**src/rtl/sp_link_pkg.sv**
```systemverilog
// sp_link_pkg: shared TX state type and byte geometry for the CIA serial-port link partner.
package sp_link_pkg;
  typedef enum logic [1:0] {IDLE, LOW, HIGH} tx_state_e;
  localparam int NBITS = 8;
endpackage

```
**src/rtl/sp_link_rx.sv**
```systemverilog
// sp_link_rx: CNT rising-edge sampler that assembles MSB-first bytes, with idle timeout on partial bytes.
module sp_link_rx
  import sp_link_pkg::*;
#(
  parameter int RX_TIMEOUT = 64
) (
  input  logic       clk,
  input  logic       res_n,
  input  logic       phi2_p,
  input  logic       sp_in,
  input  logic       cnt_in,
  input  logic       suppress,
  output logic       rx_edge,
  output logic [7:0] rx_data,
  output logic       rx_valid,
  output logic       rx_busy
);
  localparam int IW = $clog2(RX_TIMEOUT + 1);
  localparam logic [IW-1:0] IDLE_LAST = IW'(RX_TIMEOUT - 1);
  localparam logic [2:0] BIT_LAST = 3'(NBITS - 1);
  logic          r_cnt_prev;
  logic [6:0]    r_shift;
  logic [2:0]    r_cnt;
  logic [IW-1:0] r_idle;
  logic [7:0]    r_data;
  logic          r_valid;
  assign rx_edge  = phi2_p & cnt_in & ~r_cnt_prev & ~suppress;
  assign rx_busy  = r_cnt != 3'd0;
  assign rx_data  = r_data;
  assign rx_valid = r_valid;
  // cnt_prev resets high: CNT idles high, so release must not look like an edge
  always_ff @(posedge clk or negedge res_n) begin
    if (!res_n) begin
      r_cnt_prev <= 1'b1;
      r_shift    <= '0;
      r_cnt      <= '0;
      r_idle     <= '0;
      r_data     <= '0;
      r_valid    <= 1'b0;
    end else begin
      r_valid <= 1'b0;
      if (phi2_p) begin
        r_cnt_prev <= cnt_in;
        if (rx_edge) begin
          r_shift <= {r_shift[5:0], sp_in};
          r_cnt   <= r_cnt + 3'd1;
          r_idle  <= '0;
          if (r_cnt == BIT_LAST) begin
            r_data  <= {r_shift, sp_in};
            r_valid <= 1'b1;
          end
        end else if (rx_busy) begin
          r_cnt  <= (r_idle == IDLE_LAST) ? 3'd0 : r_cnt;
          r_idle <= (r_idle == IDLE_LAST) ? '0 : r_idle + IW'(1);
        end
      end
    end
  end
endmodule

```
**src/rtl/sp_link.sv**
```systemverilog
// sp_link: far-end partner for the CIA SP/CNT lines; TX FSM and RX/TX arbitration around sp_link_rx.
module sp_link
  import sp_link_pkg::*;
#(
  parameter int HALF_PERIOD = 4,
  parameter int RX_TIMEOUT  = 64
) (
  input  logic       clk,
  input  logic       res_n,
  input  logic       phi2_p,
  input  logic       sp_in,
  input  logic       cnt_in,
  output logic       sp_out,
  output logic       cnt_out,
  output logic       drive,
  input  logic [7:0] tx_data,
  input  logic       tx_valid,
  output logic       tx_ready,
  output logic       tx_done,
  output logic [7:0] rx_data,
  output logic       rx_valid,
  output logic       rx_busy
);
  localparam int HPW = $clog2(HALF_PERIOD + 1);
  localparam logic [HPW-1:0] HP_LAST = HPW'(HALF_PERIOD - 1);
  localparam logic [2:0] BIT_LAST = 3'(NBITS - 1);
  tx_state_e      r_state, w_state;
  logic [2:0]     r_bit, w_bit;
  logic [HPW-1:0] r_hp, w_hp;
  logic [6:0]     r_data, w_data;
  logic           r_sp, w_sp, r_cnt, w_cnt, r_drive, w_drive, r_done, w_done;
  logic           w_rx_edge, w_accept, w_hp_end;
  sp_link_rx #(.RX_TIMEOUT(RX_TIMEOUT)) u_rx (
    .clk      (clk),
    .res_n    (res_n),
    .phi2_p   (phi2_p),
    .sp_in    (sp_in),
    .cnt_in   (cnt_in),
    .suppress (r_drive),
    .rx_edge  (w_rx_edge),
    .rx_data  (rx_data),
    .rx_valid (rx_valid),
    .rx_busy  (rx_busy)
  );
  assign sp_out   = r_sp;
  assign cnt_out  = r_cnt;
  assign drive    = r_drive;
  assign tx_done  = r_done;
  assign tx_ready = (r_state == IDLE) & ~rx_busy;
  // an RX edge starting a byte on the same tick takes priority over a TX request
  assign w_accept = tx_valid & tx_ready & ~w_rx_edge;
  assign w_hp_end = r_hp == HP_LAST;
  always_comb begin
    w_state = r_state;
    w_bit   = r_bit;
    w_hp    = r_hp;
    w_data  = r_data;
    w_sp    = r_sp;
    w_cnt   = r_cnt;
    w_drive = r_drive;
    w_done  = 1'b0;
    if (phi2_p) begin
      case (r_state)
        IDLE: if (w_accept) begin
          w_state = LOW;
          w_bit   = '0;
          w_hp    = '0;
          w_data  = tx_data[6:0];
          w_sp    = tx_data[7];
          w_cnt   = 1'b0;
          w_drive = 1'b1;
        end
        LOW: begin
          w_hp = w_hp_end ? '0 : r_hp + HPW'(1);
          if (w_hp_end) begin
            w_state = HIGH;
            w_cnt   = 1'b1;
          end
        end
        HIGH: begin
          w_hp = w_hp_end ? '0 : r_hp + HPW'(1);
          if (w_hp_end && r_bit == BIT_LAST) begin
            w_state = IDLE;
            w_done  = 1'b1;
            w_sp    = 1'b1;
            w_drive = 1'b0;
          end else if (w_hp_end) begin
            w_state = LOW;
            w_bit   = r_bit + 3'd1;
            w_data  = {r_data[5:0], 1'b0};
            w_sp    = r_data[6];
            w_cnt   = 1'b0;
          end
        end
        default: w_state = IDLE;
      endcase
    end
  end
  always_ff @(posedge clk or negedge res_n) begin
    if (!res_n) begin
      r_state <= IDLE;
      r_bit   <= '0;
      r_hp    <= '0;
      r_data  <= '0;
      r_sp    <= 1'b1;
      r_cnt   <= 1'b1;
      r_drive <= 1'b0;
      r_done  <= 1'b0;
    end else begin
      r_state <= w_state;
      r_bit   <= w_bit;
      r_hp    <= w_hp;
      r_data  <= w_data;
      r_sp    <= w_sp;
      r_cnt   <= w_cnt;
      r_drive <= w_drive;
      r_done  <= w_done;
    end
  end
endmodule

```
**config.mk**
```make
export PLATFORM = sky130hd
export DESIGN_NAME = sp_link
export DESIGN_NICKNAME = d
export VERILOG_FILES = /design/src/rtl/sp_link_pkg.sv /design/src/rtl/sp_link_rx.sv /design/src/rtl/sp_link.sv
export SDC_FILE = /design/constraint.sdc
export NUM_CORES = 1
export LEC_CHECK = 0
export ABC_AREA = 1
export CELL_PAD_IN_SITES_DETAIL_PLACEMENT = 1
export CELL_PAD_IN_SITES_GLOBAL_PLACEMENT = 2
export CORE_ASPECT_RATIO = 0.5
export CORE_MARGIN = 4
export CORE_UTILIZATION = 36
export DETAILED_ROUTE_END_ITERATION = 6
export PLACE_DENSITY_LB_ADDON = 0.2
export SLEW_MARGIN = 5
export SYNTH_ARGS = -nofsm -noshare
export SYNTH_HDL_FRONTEND = slang
export SYNTH_HIERARCHICAL = 1
export SYNTH_SLANG_ARGS = --single-unit
```
**constraint.sdc**
```tcl
create_clock -name clk -period 4.2 [get_ports clk]
set_clock_uncertainty 0.2 [all_clocks]
set_input_delay 0.84 -clock clk [delete_from_list [all_inputs] [get_ports clk]]
set_output_delay 0.84 -clock clk [all_outputs]
set_load 0.005 [all_outputs]
```
==> impl_metrics.env <==
export IMPL_outcome="finished, final reports clean"
export IMPL_final_util_pct=46.1
export IMPL_synth_avg_cell_area_sq_um=8.48
export IMPL_area_growth_pct=20.3
export IMPL_yosysTopAreaCellShare_pct=44.8
export IMPL_dr_pass1_iters=4
export IMPL_p_clk_share_pct=23.9
export IMPL_dpl_cell_area_sq_um=2720
export IMPL_setup_violations=0
export IMPL_post_cts_buffers=0
export IMPL_gp_congestion=0.758
export IMPL_post_cts_resize_count=0
export IMPL_layout_drive_gt1_share_pct=12.2
export IMPL_fin_crit_sh_pct=69.3
export IMPL_synth_top_family_by_area="simple AND/OR/NAND/NOR gates"
export IMPL_startpoint="r_state[0]"
export IMPL_cts_buffers=5
export IMPL_pin_count=29
export IMPL_drv_cap=0
export IMPL_grt_pass1_vias=1975
export IMPL_swShare_pct=38.4
export IMPL_synth_top_area_cell="dfrtp_1"
export IMPL_p_per_area_nw_per_um2=654
export IMPL_ctsRootBufferMaster="clkbuf_16"
export IMPL_cts_buffer_depth=2
export IMPL_antennaDiodeCount=0
export IMPL_leakagePower_uw=0.00146
export IMPL_hold_path_class="flop to flop"
export IMPL_n_fill_cell=761
export IMPL_ys_types=28
export IMPL_drt_iter0_drc=58
export IMPL_path_clk_slew_ns=0.07
export IMPL_dp_hpwl_um=3760
export IMPL_port_buffers=28
export IMPL_ys_ff_latch=46
export IMPL_nNetsFinal=337
export IMPL_power_internal_uw=1160
export IMPL_route_detailed_drc=0
export IMPL_die_area_sq_um=8120
export IMPL_ys_warnings_count=6
export IMPL_seq_power_share_pct=37.6
export IMPL_critPathLaunchType="flop"
export IMPL_synthXorXnorAreaFrac_pct=0
export IMPL_cts_sinks=46
export IMPL_grt_max_degree=47
export IMPL_fin_setup_tns_ns=0
export IMPL_clk_latency_ns=0.29
export IMPL_stdcell_count=400
export IMPL_cp_max_fo=4
export IMPL_period_minus_slack_ns=2.91
export IMPL_yosysSeqAreaShare_pct=48.1
export IMPL_rsz0062_at_grt="no"
export IMPL_cp_required_ns=3.16
export IMPL_vias=1870
export IMPL_rows=20
export IMPL_final_antenna_net_count=0
export IMPL_start_util_pct=38.4
export IMPL_drt_total_wl_um=5240
export IMPL_tightest_slew_ns=1.06
export IMPL_cts_tree="yes"
export IMPL_switchingPower_uw=725
export IMPL_synth_compound_area_share_pct=8.24
export IMPL_grt_ovfl_total=0
export IMPL_synth_area_sq_um=2400
export IMPL_max_freq_ghz=0.344
export IMPL_crit_path_end_kind="output pin"
export IMPL_avgRoutedWirePerCell_um=13.1
export IMPL_cp_arrival_ns=1.87
export IMPL_ir_worst_vdd_uv=229
export IMPL_synth_cells=283
export IMPL_synthTopCellsByArea="dfrtp_1 (45%), nand2_1 (16%), ha_1 (6.3%)"
export IMPL_maxSlewHeadroom_pct=29.6
export IMPL_hold_viol=0
export IMPL_synth_mux_area_share_pct=0
export IMPL_fp_dieW_um=123
export IMPL_vias_per_cell=4.68
export IMPL_combPwrFrac_pct=38.5
export IMPL_drv_slew=0
export IMPL_min_from="cnt_out"
export IMPL_yosys_area_share_adder_pct=6.26
export IMPL_fin_area_sq_um=2890
export IMPL_dp_cells=392
export IMPL_grt_antenna_before_repair=0
export IMPL_htreeDepth=2
export IMPL_dieHeight_um=65.7
export IMPL_grt_pass1_wl_um=9320
export IMPL_core_area_sq_um=6260
export IMPL_grt_total_usage_pct=14.6
export IMPL_worst_setup_path_type="flop to output pin"
export IMPL_hold_buffers=0
export IMPL_syn_nets=309
export IMPL_yosys_area_share_simple_pct=29.1
export IMPL_r2r_start="r_state[0]"
-- synthesized netlist by cell type (all sizes together) --
cell / n
dfstp: 3
a21oi: 6
buf: 7
inv: 34
nor3: 1
nand3b: 1
o21ai: 22
nand2: 110
a41oi: 1
a21boi: 1
nand3: 9
ha: 12
dfrtp: 43
nor2: 20
nand4: 13
-- final cells by class --
class / count / area (sq um) / share of cell area (%)
clock inverters: 2 / 37.5 / 1.30
flip-flops and latches: 46 / 1150 / 40.0
clock buffers: 6 / 129 / 4.46
multi-input cells: 196 / 1050 / 36.3
repair buffers: 28 / 275 / 9.54
well taps: 88 / 110 / 3.81
inverters: 34 / 133 / 4.59
-- placed cells by master, fill, tap and decap left out, drive strengths merged --
cell type | synthesis | final
a21boi | 1 | 1
a21oi | 6 | 6
a41oi | 1 | 1
buf | 7 | 1
bufinv | 0 | 1
clkbuf | 0 | 6
clkdlybuf4s50 | 0 | 27
clkinvlp | 0 | 1
dfrtp | 43 | 43
dfstp | 3 | 3
ha | 12 | 12
inv | 34 | 34
nand2 | 110 | 110
nand3 | 9 | 9
nand3b | 1 | 1
nand4 | 13 | 13
nor2 | 20 | 20
nor3 | 1 | 1
o21ai | 22 | 22
-- worst max-delay path, stage by stage, from the launching register on --
cell and delay [ns]:
dfrtp_1 0.43, inv_1 0.13, ha_1 0.30, inv_1 0.12, nor2_1 0.10, clkdlybuf4s50_1 0.50
-- power by group through the flow --
stage / clock [uW] / combinational [uW] / sequential (uW)
2_1_floorplan: 0 / 541 / 693
3_5_place_dp: 0 / 740 / 717
3_3_place_gp: 0 / 712 / 708
5_1_grt: 489 / 846 / 735
6_report: 451 / 727 / 710
4_1_cts: 465 / 745 / 712
-- kinds of logic (layout without fill, tap and decap cells) --
kind of cell	Yosys count	count (layout)
adders and majority gates	12	12
buffers and inverters	41	70
DFF	46	46
AOI/OAI and AO/OA	30	30
and+or+nand+nor	154	154
-- layer usage --
layer	track usage, %	vias to the layer above	share of wire (%)
met5	0	-	0
li1	-	949	-
met3	4.64	4	3.8
met1	17.9	896	48
met4	2.07	0	0.44
met2	25.7	21	48
-- per-stage QoR --
stage	power [uW]	setup slack, ns	hold WS (ns)
floorplan	1230	2.16	0.242
global placement	1420	1.17	0.250
detailed placement	1460	1.08	0.255
CTS	1920	1.26	0.266
global route	2070	1.17	0.306
finish	1890	1.29	0.262
-- flip-flops by register name, indices dropped and copies added, names as in the netlist, 2 cells and up --
signal        flops
r_data            7
r_hp              3
r_state           2
u_rx/r_idle       7
u_rx/rx_data      8
r_bit             3
u_rx/r_shift      7
u_rx/r_cnt        3
-- final timing paths --
kind,to,slack (ns),cells after the start
worst max-delay path,tx_ready,1.29,5
min in group asynchronous,r_state[1],0.53,1
worst max register to register,r_bit[2],1.58,7
worst min register to register,cnt_out,0.26,2
worst min-delay path,cnt_out,0.26,2
max in group asynchronous,r_data[2],2.60,1
No activity file was read; power rests on OpenSTA's default activity.
